==> config.mk <==
export PLATFORM = sky130hd
export DESIGN_NAME = parity_counter_ctrl
export DESIGN_NICKNAME = d
export VERILOG_FILES = /design/src/rtl/parity_counter_ctrl.sv
export SDC_FILE = /design/constraint.sdc
export NUM_CORES = 1
export LEC_CHECK = 0
export CAP_MARGIN = 15
export CORE_MARGIN = 2
export CORE_UTILIZATION = 51
export CTS_CLUSTER_DIAMETER = 100
export DETAILED_ROUTE_END_ITERATION = 10
export HOLD_SLACK_MARGIN = 0.15
export PLACE_DENSITY_LB_ADDON = 0.1
export SYNTH_ARGS = -nofsm -noshare
export SYNTH_HDL_FRONTEND = slang
export SYNTH_SLANG_ARGS = --single-unit
==> constraint.sdc <==
create_clock -name CLK -period 1.45 [get_ports CLK]
set_input_delay 0.2175 -clock CLK [delete_from_list [all_inputs] [get_ports CLK]]
set_output_delay 0.2175 -clock CLK [all_outputs]
set_load 0.005 [all_outputs]
==> src/rtl/parity_counter_ctrl.sv <==
// -----------------------------------------------------------------------------
// parity_counter_ctrl
// Front-panel controller for the 3-bit parity counter. Each of the three raw
// push-buttons passes through a 2-flop synchroniser, a debouncer and a
// rising-edge detector. The resulting press events drive the count-mode FSM
// (ALL -> EVEN -> ODD -> ALL), toggle pause, and request counter clears.
// A prescaler produces the counter step strobe.
//
// Ports
//   CLK        in   system clock, all state on rising edge
//   RESET_N    in   asynchronous active-low reset
//   BTN_MODE   in   raw button, 1 = pressed; each press advances the mode
//   BTN_PAUSE  in   raw button, 1 = pressed; each press toggles pause
//   BTN_CLEAR  in   raw button, 1 = pressed; each press clears the counter
//   TICK       out  one-cycle step strobe (counter clock-enable)
//   EVEN       out  even-only counting
//   ODD        out  odd-only counting
//   PAUSE      out  hold counter value (level)
//   RESET      out  synchronous counter clear, active-high
//   MODE       out  status: 00 ALL, 01 EVEN, 10 ODD
// -----------------------------------------------------------------------------
module parity_counter_ctrl #(
  parameter int TICK_DIV = 4,  // CLK cycles per counter step (>= 1)
  parameter int DB_LEN   = 3   // stable synchronised samples to accept a level (>= 1)
) (
  input  logic       CLK,
  input  logic       RESET_N,
  input  logic       BTN_MODE,
  input  logic       BTN_PAUSE,
  input  logic       BTN_CLEAR,
  output logic       TICK,
  output logic       EVEN,
  output logic       ODD,
  output logic       PAUSE,
  output logic       RESET,
  output logic [1:0] MODE
);

  typedef enum logic [1:0] {
    MODE_ALL  = 2'b00,
    MODE_EVEN = 2'b01,
    MODE_ODD  = 2'b10
  } mode_e;

  localparam int PW = (TICK_DIV > 1) ? $clog2(TICK_DIV) : 1;
  localparam int CW = $clog2(DB_LEN + 1);
  localparam logic [PW-1:0] TICK_LAST = PW'(TICK_DIV - 1);
  localparam logic [CW-1:0] DB_LAST   = CW'(DB_LEN - 1);

  localparam int B_MODE  = 0;
  localparam int B_PAUSE = 1;
  localparam int B_CLEAR = 2;

  // ---------------------------------------------------------------------------
  // Button conditioning: synchronise, debounce, detect accepted 0->1
  // ---------------------------------------------------------------------------
  logic [2:0]    btn_raw;
  logic [2:0]    sync_a, sync_b;
  logic [2:0]    level, level_d;
  logic [2:0]    press;
  logic [CW-1:0] db_cnt [3];

  assign btn_raw = {BTN_CLEAR, BTN_PAUSE, BTN_MODE};

  // NOTE: sequential state uses non-blocking assignments so every flop samples
  // the pre-edge value of every other flop, independent of statement order.
  always_ff @(posedge CLK or negedge RESET_N) begin
    if (!RESET_N) begin
      sync_a  <= '0;
      sync_b  <= '0;
      level   <= '0;
      level_d <= '0;
      press   <= '0;
      // NOTE: the debounce counters are a handful of flops, not a RAM, so they
      // take the async reset like the rest of the state.
      for (int i = 0; i < 3; i++) db_cnt[i] <= '0;
    end else begin
      sync_a  <= btn_raw;
      sync_b  <= sync_a;
      level_d <= level;
      // Registered edge detect: a press is a single-cycle pulse, and a release
      // (1->0 of the accepted level) never produces one.
      press   <= level & ~level_d;
      for (int i = 0; i < 3; i++) begin
        if (sync_b[i] == level[i]) begin
          db_cnt[i] <= '0;
        end else if (db_cnt[i] == DB_LAST) begin
          // DB_LEN-th consecutive differing sample: accept the new level.
          level[i]  <= ~level[i];
          db_cnt[i] <= '0;
        end else begin
          db_cnt[i] <= db_cnt[i] + 1'b1;
        end
      end
    end
  end

  // ---------------------------------------------------------------------------
  // Mode FSM, pause, clear and prescaler
  // ---------------------------------------------------------------------------
  mode_e         mode_q, mode_n;
  logic          pause_q, pause_n;
  logic          clr_q, clr_n;
  logic [PW-1:0] presc_q, presc_n;

  always_ff @(posedge CLK or negedge RESET_N) begin
    if (!RESET_N) begin
      mode_q  <= MODE_ALL;
      pause_q <= 1'b0;
      clr_q   <= 1'b1;  // counter held clear until the first edge after release
      presc_q <= '0;
    end else begin
      mode_q  <= mode_n;
      pause_q <= pause_n;
      clr_q   <= clr_n;
      presc_q <= presc_n;
    end
  end

  // NOTE: every output of this block gets a default before any branch, so no
  // path leaves a signal unassigned and no latch is inferred.
  always_comb begin
    mode_n  = mode_q;
    pause_n = pause_q ^ press[B_PAUSE];
    clr_n   = press[B_CLEAR];
    presc_n = presc_q;

    // A mode change and a clear in the same cycle merge into one clear pulse.
    case (mode_q)
      MODE_ALL: begin
        if (press[B_MODE]) begin
          mode_n = MODE_EVEN;
          clr_n  = 1'b1;
        end
      end
      MODE_EVEN: begin
        if (press[B_MODE]) begin
          mode_n = MODE_ODD;
          clr_n  = 1'b1;
        end
      end
      MODE_ODD: begin
        if (press[B_MODE]) begin
          mode_n = MODE_ALL;
          clr_n  = 1'b1;
        end
      end
      default: begin
        // Unreachable encoding: recover to ALL and clear the counter.
        mode_n = MODE_ALL;
        clr_n  = 1'b1;
      end
    endcase

    // Prescaler is zero in the clear cycle; frozen (not restarted) while paused.
    if (clr_n) begin
      presc_n = '0;
    end else if (!pause_q) begin
      presc_n = (presc_q == TICK_LAST) ? '0 : presc_q + 1'b1;
    end
  end

  assign TICK  = !clr_q && !pause_q && (presc_q == TICK_LAST);
  assign EVEN  = (mode_q == MODE_EVEN);
  assign ODD   = (mode_q == MODE_ODD);
  assign PAUSE = pause_q;
  assign RESET = clr_q;
  assign MODE  = mode_q;

endmodule
### Word-level counts from Yosys, hierarchy flattened

Cells that the tools add are included.

| word-level totals | value |
|---|---|
| ROM bits | 0 |
| output and inout bits | 7 |
| bits in registers | 27 |
| memories | 0 |
| RAM bits | 0 |
| bits of input ports | 5 |
| bits in latches | 0 |
| word-level logic and storage cells | 65 |

| operators by class | value |
|---|---|
| divide/modulo/power cells | 0 |
| bitwise gates (word level) | 9 |
| order comparisons | 0 |
| reductions and logical operators | 10 |
| muxes and demuxes | 15 |
| add/sub/neg operators | 4 |
| multiply operators | 0 |
| shift-type cells | 0 |
| eq/ne operators | 13 |

Operators with widths:

| kind | number |
|---|---|
| two-way mux 2 bit | 12 |
| == test 2 bit, second input constant | 5 |
| adder 2 x 1 -> 2 bit, second input constant | 4 |
| inequality test 2 x 1 -> 1 bit, second input constant | 3 |
| inverter 1 bit | 6 |
| case mux 2 bit (3 select lines) | 1 |
| AND reduction 2 bit | 3 |
| AND 3 bit | 1 |
| == test 1 bit | 3 |
| inverter 3 bit | 1 |
| AND reduction 3 bit | 1 |
| OR reduction 3 bit | 1 |
| == test 2 x 1 -> 1 bit, second input constant | 1 |
| logical AND 1 bit | 2 |
| logical NOT 1 bit | 2 |
| logical NOT 2 bit | 1 |
| two-way mux 1 bit | 2 |
| inequality test 2 bit, second input constant | 1 |
| XOR 1 bit | 1 |

### Depth between registers and ports, before layout

Gate-level depths: netlist (run 1).

| logic depth | value |
|---|---|
| word-level depth | 4 |
| gate-level depth with buffers | 3 |
| mapped depth without buffers | 3 |

### Worst setup path after synthesis (run 1)

Ideal clock, no wire load.

| timing path | value |
|---|---|
| kind | flip-flop to flip-flop |
| start | reg presc_q[0] |
| end | reg presc_q[0] |
| setup time | 73 ps |
| buffers on the path | 0 |
| clock period less this slack | 1,086 ps |
| cell stages (with the launch flop) | 4 |
| setup slack | 364 ps |
| data required time | 1,377 ps |
| arrival | 1,013 ps |
| path through | dfrtp_1 ha_1 or3_1 a21oi_2 |

| between the ends | value |
|---|---|
| cells in the longest elaborated chain, start to end | 4 |
| elaborated cells between the ends (all ways) | 5 |
| those cells by class | 1 x add/sub; 1 x eq/ne; 3 x mux |

Ends and longest elaborated chain:

| element | RTL line | source |
|---|---|---|
| start: declaration | 104 | `logic [PW-1:0] presc_q, presc_n;` |
| start signal: assignment | 116 | `presc_q <= presc_n;` |
| adder 2 x 1 -> 2 bit / == test 2 bit (equally long branches) | 159 | `presc_n = (presc_q == TICK_LAST) ? '0 : presc_q + 1'b1;` |
| two-way mux 2 bit (*) | 159 |  |
| two-way mux 2 bit (*) | 158 | `end else if (!pause_q) begin` |
| two-way mux 2 bit (*) | 156 | `if (clr_n) begin` |

Every way passes the cells marked *; elsewhere a longest branch is shown, timed or not. The select of a mux whose other input is x is not followed.
A chain may end at the register's enable or synchronous reset.

### Final worst setup path (run 1)

| timing path | value |
|---|---|
| start | reg presc_q[1] |
| end | out TICK |

| between the ends | value |
|---|---|
| cells in the longest elaborated chain, start to end | 2 |

Ends and longest elaborated chain:

| element | RTL line | source |
|---|---|---|
| == test 2 bit | 163 | `assign TICK = !clr_q && !pause_q && (presc_q == TICK_LAST);` |
| logical AND 1 bit | 163 |  |
| end: declaration | 31 | `output logic TICK,` |

Every way passes these cells.

==> out/metrics.csv, run 1 <==
metric,value,unit
run_status,finished clean,
ant_nets,0,
htreeDepth,1,
firstDrtPassIters,4,
grt_max_degree,16,
die_y,46.44,um
yosysTopAreaCellShare,70.84,%
antenna_found_initial,0,
worstMarginPinSlew,211.4,ps
max_stage_delay,380,ps
power.internal,1642,uW
arrival,1180,ps
synth_cells,59,
dpl_cell_area,1082,um^2
cts_buffer_depth,2,
vias,512,
p_leak,0.0005479,uW
synthesis.nets,65,
cts_tree,done,
cts_sinks,27,
setup_viol,0,
drt_iter0_markers,1,
num-nets-final,92,
start_kind,register,
final_core_util,67.91,%
total_power,2286,uW
synthTopCellsByArea,"dfrtp_1 71%, nor2b_1 5.4%, mux2_2 4.9%, xnor2_1 3.8%, nor3b_1 3.3%",
max-vdd-ir-drop,1.241,mV
rsz0062_at_grt,false,
num_rows,15,
finClkSkew,6.448,ps
core,1708,um^2
vias_per_cell,4.655,
p_sw,644.0,uW
cts-root-buf,clkbuf_4,
numCtsBuffers,3,
fillers,136,
fmax,0.7158,GHz
wl_met3,51,um
die_w,46.44,um
relSlewSlack,85.81,%
slowest_stage,dfrtp_1,
dp_slack,34.56,ps
hold_viol,0,
layout_common_cells,"26 x dfrtp_1, 10 x buf_4, 6 x nor2b_1",
grt_pass1_wl,1987,um
cpLargestDelayFamily,flip-flops,
routed.top_layer,met4,
wl_met2,523,um
sw_frac_of_total,28.17,%
gp_congestion,0.6679,
fin_ws,52.91,ps
wl_met1,556,um
critPathBufInv,1,
wirelength,1142,um
wl_per_cell,10.38,um
path_cells,ha_2 -> nor3b_1 -> clkbuf_2,
design.die.area,2156,um^2
p_clk_share,13.1,%
fin_crit_sh,96.35,%
drive_above_1_share,30.59,%
ios,12,
ys_seq_elements,27,
layout_min_cycle_time,1397,ps
synthToLayoutAreaGrowth,26.29,%
port_buffers,11,
drv_slew,0,
synth_top_area_cell,dfrtp_1,
worstSkewPairLatency,310,ps
synthesis.area,918.4,um^2
combPwrFrac,34.0,%
final_common_cell,dfrtp_1,
cap_violations,0,
power_per_cell_area,1971,nW/um^2
fin_area,1160,um^2
initial_core_util,53.77,%
p_seq_share,52.9,%
syn_area_per_cell,15.57,um^2
drcViolationCount,0,
yosysWarnings,0,
yosysUniqueCellTypes,15,
antennaDiodeCount,0,
synth_seq_area_share,73.71,%
grt_usage,13.54,%
min_path_type,primary input to async pin,
crit_fanout,2,
grt_remaining_overflow,0,
cp-end-kind,primary output,
clkTransAtPathRegs,130,ps
required,1230,ps
grt_pass1_vias,503,
hpwl,759.3,um
rrSetupSlack,230,ps
crit_type,register to primary output,
path summary, 6_finish.rpt:
path,startpoint,to,cells past startpoint
max in group asynchronous,RESET_N,RESET$_DFF_PN1_,2
min in group CLK,BTN_MODE,sync_a[0]$_DFF_PN0_,1
max reg2reg,PAUSE$_DFF_PN0_,presc_q[0]$_DFFE_PN0P_,4
min reg2reg,sync_a[2]$_DFF_PN0_,sync_b[2]$_DFF_PN0_,0
min,RESET_N,press[2]$_DFF_PN0_,2
max,presc_q[1]$_DFFE_PN0P_,TICK,3
sequential cells by signal, indices dropped and copies added, names as in the netlist:
name	cells
RESET	1
level	3
db_cnt	6
presc_q	2
MODE	2
level_d	3
press	3
PAUSE	1
sync_a	3
sync_b	3
per-layer routing:
layer	track usage [%]	up-vias
met5	0	-
met2	20.56	12
met1	17.94	250
li1	-	248
met4	8.571	0
met3	2.353	2
stage by stage:
stage,hold slack (ps),std cells,TNS [ps]
floorplan,-78.09,59,0
global placement,333.8,98,0
detailed placement,340.3,98,0
CTS,218.7,109,-49.31
global route,224.3,110,0
finish,220.0,110,0
area by class of cell:
cell class,count,area [um^2],share of cell area (%)
clock buffers,4,26.28,2.265
multi-input cells,32,249.0,21.47
flip-flops and latches,27,676.9,58.36
well taps,25,31.28,2.697
repair buffers,22,176.4,15.21
cells by family (layout without fill, tap and decap cells):
kind of cell,Yosys count,count (layout),share of synthesized area [%]
buffers and inverters,0,26,0
flip-flops,27,27,73.71
XOR/XNOR,5,5,4.768
AND/OR/NAND/NOR,19,19,12.26
AO/OA/AOI/OAI,2,2,1.908
multiplexers,5,5,5.994
adder cells (fa/ha/maj),1,1,1.362
Yosys cell counts:
library cell   n
nor3b_1        4
dfstp_2        1
nor2b_1        8
dfrtp_1       26
nand2_1        1
a21oi_2        1
ha_1           1
mux2i_1        1
xor2_1         1
nor3_1         3
xnor2_1        4
or3_1          1
mux2_2         4
a211o_1        1
nor2_1         2
worst reg2reg max path: cells and delay by family (launching register included):
family / cells / cell delay (ps)
AOI/OAI and AO/OA: 1 / 110
buffers and inverters: 2 / 260
DFF: 1 / 410
and+or+nand+nor: 1 / 380
timing repair:
action | CTS | global route
endpoints found under the setup margin | 7 | 3
buffers inserted | 7 | 1
gates cloned | 0 | 0
resized for setup | 12 | 5
hold buffers | 0 | 0
power by group through the flow:
stage               Clock (uW)  Sequential (uW)  Combinational (uW)
global route               345             1260                 878
global placement             0             1230                 649
CTS                        314             1210                 784
finish                     299             1210                 778
floorplan                    0             1230                 383
detailed placement           0             1250                 664
Note: power is estimated with default switching activity, not from simulation.
==> run 2, diff against run 1 <==
- SETUP_SLACK_MARGIN: default -> 0.1
==> run 2 against run 1 <==
Against the previous run: clock power increased by 1%; via count rose by 3.9%; worst hold slack worse by 2.7 ps; worst setup slack got worse by 6.1 ps; design area grew 4.2%; power rose by 6.4%; combinational power increased by 17%; first-iteration DRC count rose to 3.0 times the previous value; die area did not move; sequential power is essentially flat.
==> out/metrics.csv, run 2 (synthesis results as in run 1) <==
metric,value,unit,change
power_per_cell_area,2013,nW/um^2,was 1971 nW/um^2
drive_above_1_share,33.33,%,was 30.59%
fin_crit_sh,96.77,%,was 96.35%
critPathBufInv,2,,was 1
wl_per_cell,11.25,um,was 10.38 um
cts_buffer_depth,2,,unchanged
drt_iter0_markers,3,,was 1
vias,532,,was 512
port_buffers,11,,unchanged
setup_viol,0,,unchanged
cts_tree,done,,unchanged
path_cells,buf_4 -> nor3b_2 -> clkbuf_2,,was ha_2 -> nor3b_1 -> clkbuf_2
cap_violations,0,,unchanged
wirelength,1260,um,was 1142 um
die_w,46.44,um,unchanged
core,1708,um^2,unchanged
grt_pass1_wl,1987,um,unchanged
grt_max_degree,16,,unchanged
htreeDepth,1,,unchanged
fin_area,1209,um^2,was 1160 um^2
regMostFlops,db_cnt,,unchanged
fmax,0.7127,GHz,was 0.7158 GHz
final_common_cell,dfrtp_1,,unchanged
layout_min_cycle_time,1403,ps,was 1397 ps
firstDrtPassIters,2,,was 4
initial_core_util,53.77,%,unchanged
synthToLayoutAreaGrowth,31.61,%,was 26.29%
num-nets-final,94,,was 92
worstSkewPairLatency,310,ps,about the same
fillers,125,,was 136
antenna_found_initial,0,,unchanged
max-vdd-ir-drop,1.276,mV,was 1.241 mV
worstMarginPinSlew,211.4,ps,unchanged
start_kind,register,,unchanged
drcViolationCount,0,,unchanged
min_path_type,primary input to async pin,,unchanged
drv_slew,0,,unchanged
relSlewSlack,85.81,%,unchanged
cp-end-kind,primary output,,unchanged
crit_fanout,2,,unchanged
grt_pass1_vias,503,,unchanged
grt_remaining_overflow,0,,unchanged
placed_cells,98,,unchanged
hold_viol,0,,unchanged
cts-root-buf,clkbuf_4,,unchanged
layout_common_cells,"26 x dfrtp_1, 8 x buf_4, 6 x nor2b_1",,"was 26 x dfrtp_1, 10 x buf_4, 6 x nor2b_1"
ios,12,,unchanged
fin_cells,112,,was 110
max_stage_delay,410,ps,was 380 ps
register_area,676.9,um^2,unchanged
dpl_cell_area,1082,um^2,unchanged
clkTransAtPathRegs,130,ps,about the same
largest_register_ffs,6,,unchanged
multi_input_comb_area,264.0,um^2,was 249.0 um^2
gp_congestion,0.6679,,unchanged
p_leak,0.0005638,uW,was 0.0005479 uW
finClkSkew,9.732,ps,was 6.448 ps
required,1230,ps,about the same
cpLargestDelayFamily,flip-flops,,unchanged
arrival,1190,ps,was 1180 ps
numCtsBuffers,3,,unchanged
crit_type,register to primary output,,unchanged
run_status,finished clean,,unchanged
antennaDiodeCount,0,,unchanged
slowest_stage,dfrtp_1,,unchanged
die_y,46.44,um,unchanged
hpwl,759.3,um,unchanged
design.die.area,2156,um^2,unchanged
rsz0062_at_grt,true,,was false
cts_sinks,27,,unchanged
num_rows,15,,unchanged
vias_per_cell,4.750,,was 4.655
ant_nets,0,,unchanged
grt_usage,13.54,%,unchanged
==> run 2: changes by cell type in the layout (fill, tap and decap cells not counted), sizes merged <==
cell           before  now
buf                11   15
clkdlybuf4s15       0    3
dlygate4sd2         4    1
clkbuf              7    5
==> run 2: repair_timing <==
item                       in CTS  in global routing
hold buffers                    0                  0
gates cloned                    0                  0
setup endpoints to repair       7                  6
pin swaps                       0                  1
resized for setup              18                 11
setup buffers                   7                  3
==> run 2: cell type report <==
type                       count  area share (%)
timing repair buffer          24           17.39
sequential                    27           56.00
multi-input combinational     32           21.84
tap                           25           2.588
clock buffer                   4           2.174
==> run 2: worst register-to-register path: stages, from the launching register on <==
cell     delay (ps)
dfrtp_1         410
buf_6           120
buf_4           140
or3_1           390
a21oi_2         120
==> run 2: per-stage QoR <==
step                      hold slack, ps  utilization [%]  worst slack (ps)  total power, uW  TNS, ps
final                              217.2            70.77             46.79             2432        0
after global routing               224.3            70.77            -24.50             2634   -24.50
after global placement             333.8            63.37             59.81             1883        0
after CTS                          218.7            67.77            -34.44             2302   -34.44
after floorplan                   -78.09                -             364.1             1615        0
after detailed placement           340.3            63.37             34.56             1910        0
==> run 2: path summary, 6_finish.rpt <==
path	start	to	slack, ps	depth (start not counted)
setup / recovery	PAUSE$_DFF_PN0_	TICK	50	3
max in group asynchronous	RESET_N	RESET$_DFF_PN1_	1010	2
hold / removal	RESET_N	press[2]$_DFF_PN0_	220	2
hold reg to reg	sync_a[2]$_DFF_PN0_	sync_b[2]$_DFF_PN0_	370	0
min in group CLK	BTN_MODE	sync_a[0]$_DFF_PN0_	320	1
setup reg to reg	PAUSE$_DFF_PN0_	presc_q[0]$_DFFE_PN0P_	230	4
==> run 2: per-layer routing <==
metal	share of wire (%)	GRT usage, %	routed length, um	vias up
met5	0	0	0	-
li1	-	-	-	254
met4	0.79	8.571	10	0
met2	48	20.56	600	12
met3	4.0	2.353	51	2
met1	47	17.94	598	264
==> run 2: where the power goes <==
group          switching (uW)  internal (uW)
combinational             322            586
clock                     195            107
sequential                179           1040
total                     696           1740
